## src/rtl/conware_pkg.sv

```systemverilog
// conware_pkg: FSM state encoding, default colors and counter sizing
// shared by the conware cell scaler files.
package conware_pkg;

   typedef enum logic [1:0] {
      IDLE,
      FILL,
      DRAIN,
      EMIT
   } state_t;

   localparam logic [31:0] DEF_GRID_COLOR  = 32'h00404040;
   localparam logic [31:0] DEF_BLANK_COLOR = 32'h00000000;

   // Width of a counter that must hold 0..n-1 (never narrower than 1).
   function automatic int cnt_w(input int n);
      return (n <= 2) ? 1 : $clog2(n);
   endfunction

endpackage

```

## src/rtl/conware_line_buffer.sv

```systemverilog
// conware_line_buffer: one row of cells, one write port and one
// combinational read port.
module conware_line_buffer
   import conware_pkg::*;
#(
   parameter  int DWIDTH = 32,
   parameter  int WIDTH  = 8,
   localparam int AW     = cnt_w(WIDTH)
) (
   input  logic              i_clk,
   input  logic              i_rst_n,
   input  logic              i_we,
   input  logic [AW-1:0]     i_waddr,
   input  logic [DWIDTH-1:0] i_wdata,
   input  logic [AW-1:0]     i_raddr,
   output logic [DWIDTH-1:0] o_rdata
);

   logic [DWIDTH-1:0] r_mem [WIDTH];

   always_ff @(posedge i_clk or negedge i_rst_n) begin
      if (!i_rst_n) begin
         for (int i = 0; i < WIDTH; i++) begin
            r_mem[i] <= '0;
         end
      end else if (i_we) begin
         r_mem[i_waddr] <= i_wdata;
      end
   end

   assign o_rdata = r_mem[i_raddr];

endmodule

```

## src/rtl/conware_cell_scaler.sv

```systemverilog
// conware_cell_scaler: buffers one input row and replays it SCALE x SCALE.
// Define CONWARE_SCALER_GRID_EN to overlay a 1-pixel GRID_COLOR cell grid.
module conware_cell_scaler
   import conware_pkg::*;
#(
   parameter int                DWIDTH     = 32,
   parameter int                WIDTH      = 8,
   parameter int                SCALE      = 4,
   parameter logic [DWIDTH-1:0] GRID_COLOR = DWIDTH'(DEF_GRID_COLOR)
) (
   input  logic                  ACLK,
   input  logic                  ARESETN,
   input  logic                  S_AXIS_TVALID,
   output logic                  S_AXIS_TREADY,
   input  logic [DWIDTH-1:0]     S_AXIS_TDATA,
   input  logic                  S_AXIS_TLAST,
   output logic                  M_AXIS_TVALID,
   input  logic                  M_AXIS_TREADY,
   output logic [DWIDTH-1:0]     M_AXIS_TDATA,
   output logic                  M_AXIS_TLAST,
   output logic [DWIDTH/8-1:0]   M_AXIS_TKEEP,
   output logic [DWIDTH/8-1:0]   M_AXIS_TSTRB,
   output logic                  ROW_ERR
);

   localparam int            AW        = cnt_w(WIDTH);
   localparam int            HW        = cnt_w(SCALE);
   localparam logic [AW-1:0] LAST_CELL = AW'(WIDTH - 1);
   localparam logic [HW-1:0] HMAX      = HW'(SCALE - 1);

   state_t              r_state;
   logic                r_tready;
   logic                r_tvalid;
   logic                r_tlast;
   logic [DWIDTH-1:0]   r_tdata;
   logic                r_row_err;
   logic [AW-1:0]       r_wr_idx;
   logic [AW-1:0]       r_last_idx;
   logic [AW-1:0]       r_rd_idx;
   logic [HW-1:0]       r_hcnt;
   logic [HW-1:0]       r_vcnt;

   logic                w_acc;
   logic                w_hs;
   logic                w_we;
   logic                w_start;
   logic                w_h_wrap;
   logic                w_r_wrap;
   logic                w_done;
   logic [HW-1:0]       w_nh;
   logic [AW-1:0]       w_nr;
   logic [HW-1:0]       w_nv;
   logic [AW-1:0]       w_raddr;
   logic [DWIDTH-1:0]   w_rdata;
   logic [DWIDTH-1:0]   w_first_data;
   logic [AW-1:0]       w_first_last;
   logic                w_first_tlast;
   logic                w_grid_nxt;
   logic [DWIDTH-1:0]   w_nxt_data;
   logic                w_nxt_last;

   assign w_acc = S_AXIS_TVALID && r_tready;
   assign w_hs  = r_tvalid && M_AXIS_TREADY;
   assign w_we  = w_acc && (r_state == FILL);
   assign w_start = w_acc && S_AXIS_TLAST &&
                    ((r_state == FILL) || (r_state == DRAIN));

   assign w_h_wrap = (r_hcnt == HMAX);
   assign w_r_wrap = (r_rd_idx == r_last_idx);
   assign w_done   = r_tlast && (r_vcnt == HMAX);

   assign w_nh = w_h_wrap ? '0 : r_hcnt + HW'(1);
   assign w_nr = !w_h_wrap ? r_rd_idx :
                 (w_r_wrap ? '0 : r_rd_idx + AW'(1));
   assign w_nv = (w_h_wrap && w_r_wrap) ? r_vcnt + HW'(1) : r_vcnt;

   assign w_raddr = (r_state == EMIT) ? w_nr : '0;

   // A one-cell row has its only cell still on the input bus.
   assign w_first_data = ((r_state == FILL) && (r_wr_idx == '0)) ?
                         S_AXIS_TDATA : w_rdata;
   assign w_first_last  = (r_state == FILL) ? r_wr_idx : r_last_idx;
   assign w_first_tlast = (w_first_last == '0) && (HMAX == '0);

`ifdef CONWARE_SCALER_GRID_EN
   assign w_grid_nxt = (SCALE > 1) && ((w_nh == HMAX) || (w_nv == HMAX));
`else
   assign w_grid_nxt = 1'b0;
`endif

   assign w_nxt_data = w_grid_nxt ? GRID_COLOR : w_rdata;
   assign w_nxt_last = (w_nr == r_last_idx) && (w_nh == HMAX);

   conware_line_buffer #(
      .DWIDTH (DWIDTH),
      .WIDTH  (WIDTH)
   ) u_line_buffer (
      .i_clk   (ACLK),
      .i_rst_n (ARESETN),
      .i_we    (w_we),
      .i_waddr (r_wr_idx),
      .i_wdata (S_AXIS_TDATA),
      .i_raddr (w_raddr),
      .o_rdata (w_rdata)
   );

   always_ff @(posedge ACLK or negedge ARESETN) begin
      if (!ARESETN) begin
         r_state    <= IDLE;
         r_tready   <= 1'b0;
         r_tvalid   <= 1'b0;
         r_tlast    <= 1'b0;
         r_tdata    <= DWIDTH'(DEF_BLANK_COLOR);
         r_row_err  <= 1'b0;
         r_wr_idx   <= '0;
         r_last_idx <= '0;
         r_rd_idx   <= '0;
         r_hcnt     <= '0;
         r_vcnt     <= '0;
      end else begin
         unique case (r_state)
            IDLE: begin
               r_state  <= FILL;
               r_tready <= 1'b1;
            end
            FILL: begin
               if (w_acc) begin
                  r_wr_idx <= r_wr_idx + AW'(1);
                  if (S_AXIS_TLAST) begin
                     r_last_idx <= r_wr_idx;
                  end else if (r_wr_idx == LAST_CELL) begin
                     r_last_idx <= LAST_CELL;
                     r_row_err  <= 1'b1;
                     r_state    <= DRAIN;
                  end
               end
            end
            DRAIN: begin
            end
            EMIT: begin
               if (w_hs) begin
                  if (w_done) begin
                     r_state  <= FILL;
                     r_tvalid <= 1'b0;
                     r_tlast  <= 1'b0;
                     r_tready <= 1'b1;
                     r_wr_idx <= '0;
                     r_rd_idx <= '0;
                     r_hcnt   <= '0;
                     r_vcnt   <= '0;
                  end else begin
                     r_hcnt   <= w_nh;
                     r_rd_idx <= w_nr;
                     r_vcnt   <= w_nv;
                     r_tdata  <= w_nxt_data;
                     r_tlast  <= w_nxt_last;
                  end
               end
            end
            default: r_state <= IDLE;
         endcase

         if (w_start) begin
            r_state  <= EMIT;
            r_tready <= 1'b0;
            r_tvalid <= 1'b1;
            r_tdata  <= w_first_data;
            r_tlast  <= w_first_tlast;
         end
      end
   end

   assign S_AXIS_TREADY = r_tready;
   assign M_AXIS_TVALID = r_tvalid;
   assign M_AXIS_TDATA  = r_tdata;
   assign M_AXIS_TLAST  = r_tlast;
   assign M_AXIS_TKEEP  = '1;
   assign M_AXIS_TSTRB  = '1;
   assign ROW_ERR       = r_row_err;

endmodule

```

## config.mk

```make
export PLATFORM = sky130hd
export DESIGN_NAME = conware_cell_scaler
export DESIGN_NICKNAME = d
export VERILOG_FILES = /design/src/rtl/conware_pkg.sv /design/src/rtl/conware_line_buffer.sv /design/src/rtl/conware_cell_scaler.sv
export SDC_FILE = /design/constraint.sdc
export NUM_CORES = 1
export LEC_CHECK = 0
export BUFFER_PORTS_ARGS = -buffer_cell sky130_fd_sc_hd__buf_2
export CAP_MARGIN = 15
export CORE_MARGIN = 3
export CORE_UTILIZATION = 40
export DETAILED_ROUTE_END_ITERATION = 16
export SYNTH_ARGS = -nofsm -noshare
export SYNTH_HDL_FRONTEND = slang
export SYNTH_HIERARCHICAL = 1
export SYNTH_SLANG_ARGS = --single-unit
```

## constraint.sdc

```tcl
create_clock -name ACLK -period 2.4 [get_ports ACLK]
set_input_delay 0.12 -clock ACLK [delete_from_list [all_inputs] [get_ports ACLK]]
set_output_delay 0.12 -clock ACLK [all_outputs]
set_load 0.05 [all_outputs]
```

==> out/qor.yml <==
h-tree-depth: 2
drtAntennaViolNets: 0
cp_top_family: "multiplexers"
finalSetupViolations: 29
die-height_um: 196
power_density_nw_per_um2: 1290
grt_pass1_wl_um: 51200
fin_util: 0.500
synth_area_leaders: "dfrtp_1 53%, mux2_2 22%, mux4_1 7.3%"
totalWireLength_um: 32200
yosysWarningCount: 6
wl_per_cell_um: 20.2
placed_area_um2: 15700
numCtsBuffers: 36
violations: "negative setup slack"
dr.pass1.iters: 4
worst_slack_ns: -0.109
routabilityCongestion: 0.752
antenna_found_initial: 2
final_layout_size_suffix_gt1_frac: 0.521
p_switching_mw: 7.36
ios: 81
layout-area-overhead-vs-synth_pct: 21.5
postSynthCellCount: 947
synth_top_cells_by_count: "307 x dfrtp_1, 280 x mux2_2, 43 x nor2_1"
ys_seq_area_frac: 0.532
drv_slew: 0
synth_area_leader_cell: "dfrtp_1"
hold_path.class: "in2reg"
slowest_stage: "mux4_2"
syn_avg_cell_area_um2: 15.2
die_w_um: 196
grt_max_degree: 71
combPwrFrac: 0.400
finalHoldViolCount: 0
overflow: 0
cts_sinks: 307
core_area_um2: 35100
cp-end-kind: "flip-flop"
status: "complete, but fails checks"
ys_types: 45
clock_power_share: 0.235
totalNegativeSetupSlack_ns: -1.45
vias: 8431
cp_max_fo: 9
insertion_delay_ns: 0.52
total_power_mw: 22.6
cp.required_ns: 2.80
crit_path_max_incr_delay_ns: 0.50
fin_crit_ns: 2.51
cap_violations: 0
p_seq_frac: 0.366
root_buffer: "clkbuf_16"
port_buffers: 72
hpwl_um: 18700
cts_tree: "done"
synth_area_um2: 14400
cp_common_cell: "buf_12"
crit_arrival_ns: 2.91
start_kind: "flip-flop"
crit_type: "reg2reg"
track_usage: 0.167
fill_cells: 3014
clockBufferDepth: 3
die_area_um2: 38400
drc: 0
leakagePower_nw: 7.81
internal-power_mw: 15.3
swShare: 0.325
synth_top_area_share: 0.532
post-route-period-util: 1.05
first_global_vias: 9003
vias_per_cell: 5.29
drt-initial-drc-count: 344
rows: 68
crit_chain: "ha_4, nand4_1, nand2_2, nor2_4, buf_12, buf_12, mux4_2, mux2_2, mux2i_1, a21oi_1"
design_area_um2: 17500
max_freq_mhz: 399
crit_buf_inv: 2
fin_skew_ns: 0.0167
layout.nets: 1164
start_util: 0.412
synth_ff_type: "dfrtp_1"
async_flop_share: 1.00
synth_edf_count: 0
ys_seq_elements: 307
yosysMostFrequentCell: "dfrtp_1"
ir_drop_mv: 0.758
rsz0062_at_grt: "true"
clk_pin_slew_ns: 0.06
==> cells in the final DEF (no fill, tap or decap), drive strengths merged, types with 4 or more instances in the layout <==
| master | n |
|---|---|
| o31ai | 4 |
| o21ai | 12 |
| and2 | 4 |
| nand4 | 6 |
| xnor2 | 5 |
| mux4 | 64 |
| mux2i | 33 |
| a21oi | 42 |
| buf | 158 |
| clkinv | 8 |
| clkbuf | 52 |
| nand3 | 5 |
| dlygate4sd3 | 35 |
| nand2 | 15 |
| nor2 | 44 |
| dfrtp | 307 |
| mux2 | 289 |
| ha | 10 |
| conb | 8 |
| inv | 10 |
==> per-layer routing <==
layer  share of wire  GRT usage  up-vias  wire length [µm]
li1                -          -     3827                 -
met1            0.48      0.240     4443             15600
met2            0.47      0.269      118             15000
met3           0.034     0.0307       41              1100
met4           0.015     0.0333        2               487
met5         0.00040          0        -                13
==> repair_timing <==
item / in CTS / in global routing
hold buffers: 35 / 0
endpoints found under the setup margin: 30 / 160
endpoints found under the hold margin: 521 / 0
resized for setup: 26 / 15
pin swaps: 6 / 2
buffers inserted: 7 / 6
cloned: 1 / 2
==> through the flow <==
step | setup slack (ns) | std cells | hold WS [ns]
finish | -0.109 | 1595 | 0.0323
global route | -0.208 | 1595 | 0.0325
CTS | -0.109 | 1587 | 0.0106
detailed placement | -0.118 | 1484 | 0.0754
global placement | -0.0986 | 1484 | 0.0741
floorplan | -0.0714 | 954 | -0.176
==> layout make-up <==
class	count	area, µm²	area share
Clock inverter	10	111	0.00635
Clock buffer	50	1050	0.0601
Inverter	10	37.5	0.00214
Timing Repair Buffer	195	1790	0.102
Tap cell	455	569	0.0325
Sequential cell	307	7680	0.438
Multi-Input combinational cell	567	6280	0.359
Antenna cell	1	2.50	0.000143
==> power groups by stage <==
stage          Sequential [mW]  Clock (mW)  Combinational [mW]
2_1_floorplan             9.01           0                5.52
3_3_place_gp              8.27           0                8.42
3_5_place_dp              8.32           0                8.57
4_1_cts                   8.27        5.46                9.02
5_1_grt                   8.54        5.68                9.78
6_report                  8.28        5.31                9.05
==> final timing paths <==
| kind | start | endpoint | slack (ns) | cells past startpoint |
|---|---|---|---|---|
| worst min-delay path | S_AXIS_TLAST | r_last_idx[2] | 0.03 | 4 |
| worst min register to register | u_line_buffer/r_mem[116] | u_line_buffer/r_mem[116] | 0.48 | 1 |
| max in group asynchronous | ARESETN | u_line_buffer/r_mem[7] | 1.54 | 3 |
| min in group asynchronous | ARESETN | u_line_buffer/r_mem[157] | 0.11 | 2 |
| worst max register to register | r_hcnt[1] | M_AXIS_TDATA[3] | -0.11 | 10 |
| worst max-delay path | r_hcnt[1] | M_AXIS_TDATA[3] | -0.11 | 10 |
==> kinds of logic after synthesis <==
| logic type | share of synthesized area |
|---|---|
| DFF | 0.532 |
| adders and majority gates | 0.00867 |
| other | 0.000260 |
| muxes | 0.359 |
| AOI/OAI and AO/OA | 0.0288 |
| buffers and inverters | 0.0368 |
| xor gates and xnor gates | 0.00364 |
| and+or+nand+nor | 0.0308 |
==> registers in the layout, indices dropped and copies added, names as in the netlist <==
register / count
r_hcnt: 2
r_wr_idx: 3
M_AXIS_TDATA: 32
r_vcnt: 2
r_last_idx: 3
r_rd_idx: 3
S_AXIS_TREADY: 1
M_AXIS_TLAST: 1
r_state: 2
u_line_buffer/r_mem: 256
ROW_ERR: 1
M_AXIS_TVALID: 1
==> worst min-delay path: cells and delay by family <==
| family | cells | cell delay (ns) |
|---|---|---|
| buf+inv | 1 | 0.12 |
| simple gates | 3 | 0.28 |
(Power assumes the default switching activity.)
